File: src/rtl/fp_dot_pkg.sv
// Shared types and constants for the sequential single-precision dot-product block.
package fp_dot_pkg;
  localparam int FP_W = 32;
  localparam logic [FP_W-1:0] FP_ZERO = 32'h0000_0000;
  localparam logic [FP_W-1:0] FP_QNAN = 32'h7fc0_0000;

  typedef enum logic [1:0] {IDLE, MUL, ACC, DONE} state_t;
endpackage

File: src/rtl/fp_dot_datapath.sv
// Multiplier -> prod register -> adder -> acc register; the register between the
// two units keeps them from chaining combinationally.
module fp_dot_datapath
  import fp_dot_pkg::*;
(
  input  logic            clk,
  input  logic            rst,
  input  logic [FP_W-1:0] in_a,
  input  logic [FP_W-1:0] in_b,
  input  logic            load_prod,
  input  logic            acc_en,
  input  logic            acc_clr,
  output logic [FP_W-1:0] acc
);
  logic [FP_W-1:0] mul_y, add_y, prod;

  ieee_multiplication u_mul (.a(in_a), .b(in_b), .result(mul_y));
  ieee_addition       u_add (.a(acc),  .b(prod), .result(add_y));

  always_ff @(posedge clk or posedge rst) begin
    if (rst) begin
      prod <= '0;
      acc  <= '0;
    end else begin
      if (load_prod) prod <= mul_y;
      if (acc_clr)     acc <= FP_ZERO;
      else if (acc_en) acc <= add_y;
    end
  end
endmodule

File: src/rtl/ieee_addition.sv
// Combinational IEEE-754 single-precision add, round-to-nearest-even, subnormals
// flushed to zero; an exact cancellation yields +0.
module ieee_addition
  import fp_dot_pkg::*;
(
  input  logic [FP_W-1:0] a,
  input  logic [FP_W-1:0] b,
  output logic [FP_W-1:0] result
);
  logic               sa, sb, sl, ss, g, rs, cancel;
  logic [7:0]         ea, eb, el, es, d;
  logic [22:0]        ma, mb, ml, ms;
  logic [26:0]        xl, xs, sh;
  logic [27:0]        sum;
  logic [4:0]         lz;
  logic signed [9:0]  e;
  logic [23:0]        mant;
  logic [24:0]        mr;

  always_comb begin
    {sa, ea, ma} = a;
    {sb, eb, mb} = b;
    if ({ea, ma} >= {eb, mb}) begin
      {sl, el, ml} = a;
      {ss, es, ms} = b;
    end else begin
      {sl, el, ml} = b;
      {ss, es, ms} = a;
    end
    d  = el - es;
    xl = {1'b1, ml, 3'b000};
    xs = {1'b1, ms, 3'b000};
    // Alignment shift keeps everything shifted out as a single sticky bit
    if (d >= 8'd27) begin
      sh = 27'd1;
    end else begin
      sh    = xs >> d;
      sh[0] = sh[0] | (|(xs & ((27'd1 << d) - 27'd1)));
    end
    if (sl == ss) sum = {1'b0, xl} + {1'b0, sh};
    else          sum = {1'b0, xl} - {1'b0, sh};
    cancel = (sum == '0);
    e  = $signed({2'b00, el});
    lz = '0;
    if (sum[27]) begin
      sum = {1'b0, sum[27:2], sum[1] | sum[0]};
      e   = e + 10'sd1;
    end else begin
      for (int unsigned i = 0; i < 27; i++)
        if (sum[i]) lz = 5'(26 - i);
      sum = sum << lz;
      e   = e - $signed({5'd0, lz});
    end
    mant = sum[26:3];
    g    = sum[2];
    rs   = sum[1] | sum[0];
    mr   = {1'b0, mant} + {24'd0, g & (rs | mant[0])};
    if (mr[24]) begin
      mr = mr >> 1;
      e  = e + 10'sd1;
    end

    if ((ea == 8'hff && ma != '0) || (eb == 8'hff && mb != '0) ||
        (ea == 8'hff && eb == 8'hff && sa != sb))
      result = FP_QNAN;
    else if (ea == 8'hff)
      result = a;
    else if (eb == 8'hff)
      result = b;
    else if (ea == '0 && eb == '0)
      result = {sa & sb, 31'd0};
    else if (ea == '0)
      result = b;
    else if (eb == '0)
      result = a;
    else if (cancel)
      result = FP_ZERO;
    else if (e >= 10'sd255)
      result = {sl, 8'hff, 23'd0};
    else if (e <= 10'sd0)
      result = {sl, 31'd0};
    else
      result = {sl, e[7:0], mr[22:0]};
  end
endmodule

File: src/rtl/ieee_multiplication.sv
// Combinational IEEE-754 single-precision multiply, round-to-nearest-even,
// subnormal inputs and results flushed to zero.
module ieee_multiplication
  import fp_dot_pkg::*;
(
  input  logic [FP_W-1:0] a,
  input  logic [FP_W-1:0] b,
  output logic [FP_W-1:0] result
);
  logic               sa, sb, sr, g, st;
  logic [7:0]         ea, eb;
  logic [22:0]        ma, mb, m;
  logic [47:0]        p;
  logic signed [9:0]  e;
  logic [23:0]        mr;

  always_comb begin
    {sa, ea, ma} = a;
    {sb, eb, mb} = b;
    sr = sa ^ sb;
    p  = {1'b1, ma} * {1'b1, mb};
    e  = $signed({2'b00, ea}) + $signed({2'b00, eb}) - 10'sd127;
    if (p[47]) begin
      m  = p[46:24];
      g  = p[23];
      st = |p[22:0];
      e  = e + 10'sd1;
    end else begin
      m  = p[45:23];
      g  = p[22];
      st = |p[21:0];
    end
    mr = {1'b0, m} + {23'd0, g & (st | m[0])};
    // A rounding carry out of an all-ones fraction leaves fraction zero, bumps exponent
    if (mr[23]) e = e + 10'sd1;

    if ((ea == 8'hff && ma != '0) || (eb == 8'hff && mb != '0) ||
        (ea == 8'hff && eb == '0) || (eb == 8'hff && ea == '0))
      result = FP_QNAN;
    else if (ea == 8'hff || eb == 8'hff)
      result = {sr, 8'hff, 23'd0};
    else if (ea == '0 || eb == '0)
      result = {sr, 31'd0};
    else if (e >= 10'sd255)
      result = {sr, 8'hff, 23'd0};
    else if (e <= 10'sd0)
      result = {sr, 31'd0};
    else
      result = {sr, e[7:0], mr[22:0]};
  end
endmodule

File: src/rtl/fp_dot_seq.sv
// Streams element pairs through one shared multiplier and adder to form a
// single-precision dot product, with valid/ready on input and output.
module fp_dot_seq
  import fp_dot_pkg::*;
#(
  parameter  int MAX_LEN = 16,
  localparam int CNT_W   = $clog2(MAX_LEN + 1)
) (
  input  logic             clk,
  input  logic             rst,
  input  logic             start,
  input  logic [CNT_W-1:0] len,
  output logic             busy,
  output logic             len_err,
  input  logic             in_valid,
  output logic             in_ready,
  input  logic [FP_W-1:0]  in_a,
  input  logic [FP_W-1:0]  in_b,
  output logic             out_valid,
  input  logic             out_ready,
  output logic [FP_W-1:0]  out_result
);
  state_t           state;
  logic [CNT_W-1:0] cnt, len_q, cnt_nxt;
  logic             len_ok, acc_clr, load_prod, acc_en;

  assign busy      = (state != IDLE);
  assign in_ready  = (state == MUL);
  assign out_valid = (state == DONE);
  assign len_ok    = (len <= CNT_W'(MAX_LEN));
  assign acc_clr   = (state == IDLE) && start && len_ok;
  assign load_prod = in_ready && in_valid;
  assign acc_en    = (state == ACC);
  assign cnt_nxt   = cnt + 1'b1;

  fp_dot_datapath u_dp (
    .clk       (clk),
    .rst       (rst),
    .in_a      (in_a),
    .in_b      (in_b),
    .load_prod (load_prod),
    .acc_en    (acc_en),
    .acc_clr   (acc_clr),
    .acc       (out_result)
  );

  always_ff @(posedge clk or posedge rst) begin
    if (rst) begin
      state   <= IDLE;
      cnt     <= '0;
      len_q   <= '0;
      len_err <= 1'b0;
    end else begin
      len_err <= 1'b0;
      case (state)
        IDLE: if (start) begin
          if (!len_ok) begin
            len_err <= 1'b1;
          end else if (len == '0) begin
            state <= DONE;
          end else begin
            len_q <= len;
            cnt   <= '0;
            state <= MUL;
          end
        end
        MUL:  if (in_valid) state <= ACC;
        ACC: begin
          cnt   <= cnt_nxt;
          state <= (cnt_nxt == len_q) ? DONE : MUL;
        end
        DONE: if (out_ready) state <= IDLE;
        default: state <= IDLE;
      endcase
    end
  end
endmodule

File: config.mk
export PLATFORM = sky130hd
export DESIGN_NAME = fp_dot_seq
export DESIGN_NICKNAME = d
export VERILOG_FILES = /design/src/rtl/fp_dot_pkg.sv /design/src/rtl/fp_dot_datapath.sv /design/src/rtl/ieee_addition.sv /design/src/rtl/ieee_multiplication.sv /design/src/rtl/fp_dot_seq.sv
export SDC_FILE = /design/constraint.sdc
export NUM_CORES = 2
export LEC_CHECK = 0
export CAP_MARGIN = 20
export CORE_MARGIN = 4
export CORE_UTILIZATION = 40
export DETAILED_ROUTE_END_ITERATION = 10
export PLACE_DENSITY = 0.65
export SLEW_MARGIN = 25
export SYNTH_ARGS = -nofsm -noshare
export SYNTH_HDL_FRONTEND = slang
export SYNTH_SLANG_ARGS = --single-unit
export TNS_END_PERCENT = 100
File: constraint.sdc
create_clock -name clk -period 19 [get_ports clk]
set_input_delay 1.9 -clock clk [delete_from_list [all_inputs] [get_ports clk]]
set_output_delay 1.9 -clock clk [all_outputs]
set_load 0.1 [all_outputs]
==> impl_metrics.yaml <==
sta:
  finalHoldViolCount: 0
  worstMarginPinSlew_ns: 1.12
  setup_ws_ns: 3.08
  timing.final.setup_violations: 0
  fmax_mhz: 62.8
  setup_tns_ns: 0
  slew_viol_final: 0
  slew_headroom: 0.252
  period_share: 0.838
  skew_ns: 0.00897
  rsz0062_at_grt: "no"
  fin_crit_ns: 15.92
logic_synthesis:
  synth.area.top_cells: "fa_1 (27%), ha_1 (9.9%), inv_1 (7.0%)"
  yosysSeqAreaShare: 0.0546
  ys.flop_type: "dfrtp_1"
  synth_cells: 4505
  syn_avg_cell_area_sq_um: 7.84
  syn-num-nets: 5344
  synth_top_area_cell: "fa_1"
  ys_types: 106
  async_flop_share: 1.00
  synth_top_area_share: 0.275
  synth.yosys.warnings: 0
  synth_edf_count: 0
  mappedNetlistArea_sq_um: 35300
  ys_ff_latch: 77
worst_setup_path:
  critPathLaunchType: "register"
  rr_worst_depth: 56
  cpPeakStageDelay_ns: 0.73
  reg2reg_to: "u_dp.acc[10]$_DFFE_PP0P_"
  critical_path.most_common_cell: "a21oi_1"
  arrival_ns: 16.15
  cp-end-kind: "register"
  r2r_slack_ns: 3.08
  required_ns: 19.24
  reg2reg_from: "u_dp.acc[23]$_DFFE_PP0P_"
  critPathKind: "reg2reg"
  worst-path-max-fanout: 91
  slowest_stage: "buf_4"
clock_tree:
  h-tree-depth: 3
  hold_buffers: 0
  cts_sinks: 77
  cts.clk_slew.worst_paths_ns: 0.07
  clock_latency_ns: 0.35
  clk_path_buf_depth: 2
  clockRootBuffer: "clkbuf_16"
  cts_tree: "yes"
  cts-resized-gates: 0
  numCtsBuffers: 9
  post_cts_buffers: 0
finish:
  n_fill_cell: 9003
  diodes: 0
  synthToLayoutAreaGrowth_pct: 6.99
  final_common_cell: "inv_1"
  fin_cells: 5635
  fin_util: 0.434
  drive_above_1_share: 0.0502
  fin_nets: 5314
  final_cell_mix: "inv_1 (659), nand2_1 (586), fa_1 (485)"
place:
  gp_congestion: 0.983
  dp_slack_ns: 3.04
  dp_hpwl_um: 99900
  io_buffers: 109
  dp_cells: 5619
route:
  routed_wl_um: 129000
  drc: 0
  drtIter0Drc: 3430
  vias: 33797
  dr.pass1.iters: 5
  drtAntennaViolNets: 0
  viasPerCell: 6.00
  wl_per_cell_um: 22.8
global_routing:
  antenna_found_initial: 1
  grt_pass1_vias: 33581
  grt_pass1_wl_um: 201000
  grt.overflow.total: 0
  grt_max_degree: 92
  grt_use_total: 0.271
min_path:
  hold_depth: 1
  hp-start: "cnt[4]$_DFFE_PP0P_"
  hold_class: "reg2reg"
  holdPathEnd: "cnt[4]$_DFFE_PP0P_"
floorplanning:
  die_height_um: 305
  initial_core_util: 0.405
  rows: 108
  die-area_sq_um: 93100
  dieWidth_um: 305
  core_area_sq_um: 87200
  boundaryPins: 110
job:
  max-cap-violations: 0
run_status:
  status: "finished, final reports clean"
## critical path, delay by kind of cell (launching register included)
kind,cells,cell delay [ns]
flip-flops,1,0.48
buffers and inverters,6,2.04
AO/OA/AOI/OAI,25,6.39
adder cells (fa/ha/maj),4,0.98
XOR/XNOR,1,0.21
multiplexers,1,0.41
AND/OR/NAND/NOR,19,5.20
## state kept, by name (all words and copies together), names as in the netlist
signal     flops
len_err        1
len_q          5
u_dp.acc      32
cnt            5
state          2
u_dp.prod     32
## kinds of logic (layout without fill, tap and decap cells)
family | count (synthesis) | after routing | share of synthesized area
buffers and inverters | 895 | 870 | 0.0979
AND/OR/NAND/NOR | 1583 | 1583 | 0.221
AO/OA/AOI/OAI | 945 | 945 | 0.185
adder cells (fa/ha/maj) | 765 | 765 | 0.374
multiplexers | 89 | 89 | 0.0294
XOR/XNOR | 151 | 151 | 0.0374
flip-flops | 77 | 77 | 0.0546
## synth_stat cells (all sizes together), types with 22 or more instances
cell type,count
inv,664
nand2,587
fa,485
ha,280
and2,255
nor2,241
a21oi,211
o21ai,195
clkbuf,177
nand3,108
nor3,98
xnor2,94
dfrtp,77
mux2i,60
nor4,58
xor2,57
buf,54
a21o,50
nand4,47
a211oi,44
o211ai,35
a22o,34
o31ai,31
and3,29
a31oi,27
nand2b,27
or2,27
o21a,26
o21bai,25
a31o,22
nor2b,22
or4,22
## how the worst max path moves through the flow
stage	from	endpoint	slack, ns	depth (start not counted)
2_1_floorplan	u_dp.acc[25]$_DFFE_PP0P_	u_dp.acc[10]$_DFFE_PP0P_	3.95	66
3_3_place_gp	u_dp.acc[23]$_DFFE_PP0P_	u_dp.acc[8]$_DFFE_PP0P_	3.22	59
3_5_place_dp	u_dp.prod[23]$_DFFE_PP0P_	u_dp.acc[16]$_DFFE_PP0P_	3.04	56
4_1_cts	u_dp.prod[23]$_DFFE_PP0P_	u_dp.acc[16]$_DFFE_PP0P_	3.00	59
5_1_grt	u_dp.prod[23]$_DFFE_PP0P_	u_dp.acc[16]$_DFFE_PP0P_	1.97	60
6_report	u_dp.acc[23]$_DFFE_PP0P_	u_dp.acc[10]$_DFFE_PP0P_	3.08	56
## final cells by class
| class | instances | area (sq um) | share of cell area |
|---|---|---|---|
| timing repair buffer | 190 | 1620 | 0.0429 |
| sequential | 77 | 1930 | 0.0510 |
| clock buffer | 10 | 239 | 0.00632 |
| multi-input combinational | 3533 | 30000 | 0.794 |
| tap | 1155 | 1450 | 0.0382 |
| inverter | 664 | 2490 | 0.0660 |
| clock inverter | 6 | 68.8 | 0.00182 |
## through the flow
stage / instance area (sq um) / hold slack, ns
global placement: 37500 / 0.491
global route: 37800 / 0.540
CTS: 37800 / 0.510
finish: 37800 / 0.516
detailed placement: 37500 / 0.500
floorplan: 35300 / 0.467
## layer usage
layer	vias up	track usage	share of wire
met5	-	0	0
met4	0	0.123	0.055
met3	350	0.0419	0.082
met2	1551	0.445	0.46
met1	16741	0.355	0.40
li1	15155	-	-
Power is not shown: default switching activity piles up to over one toggle a cycle in this logic, so the estimate is an artifact.
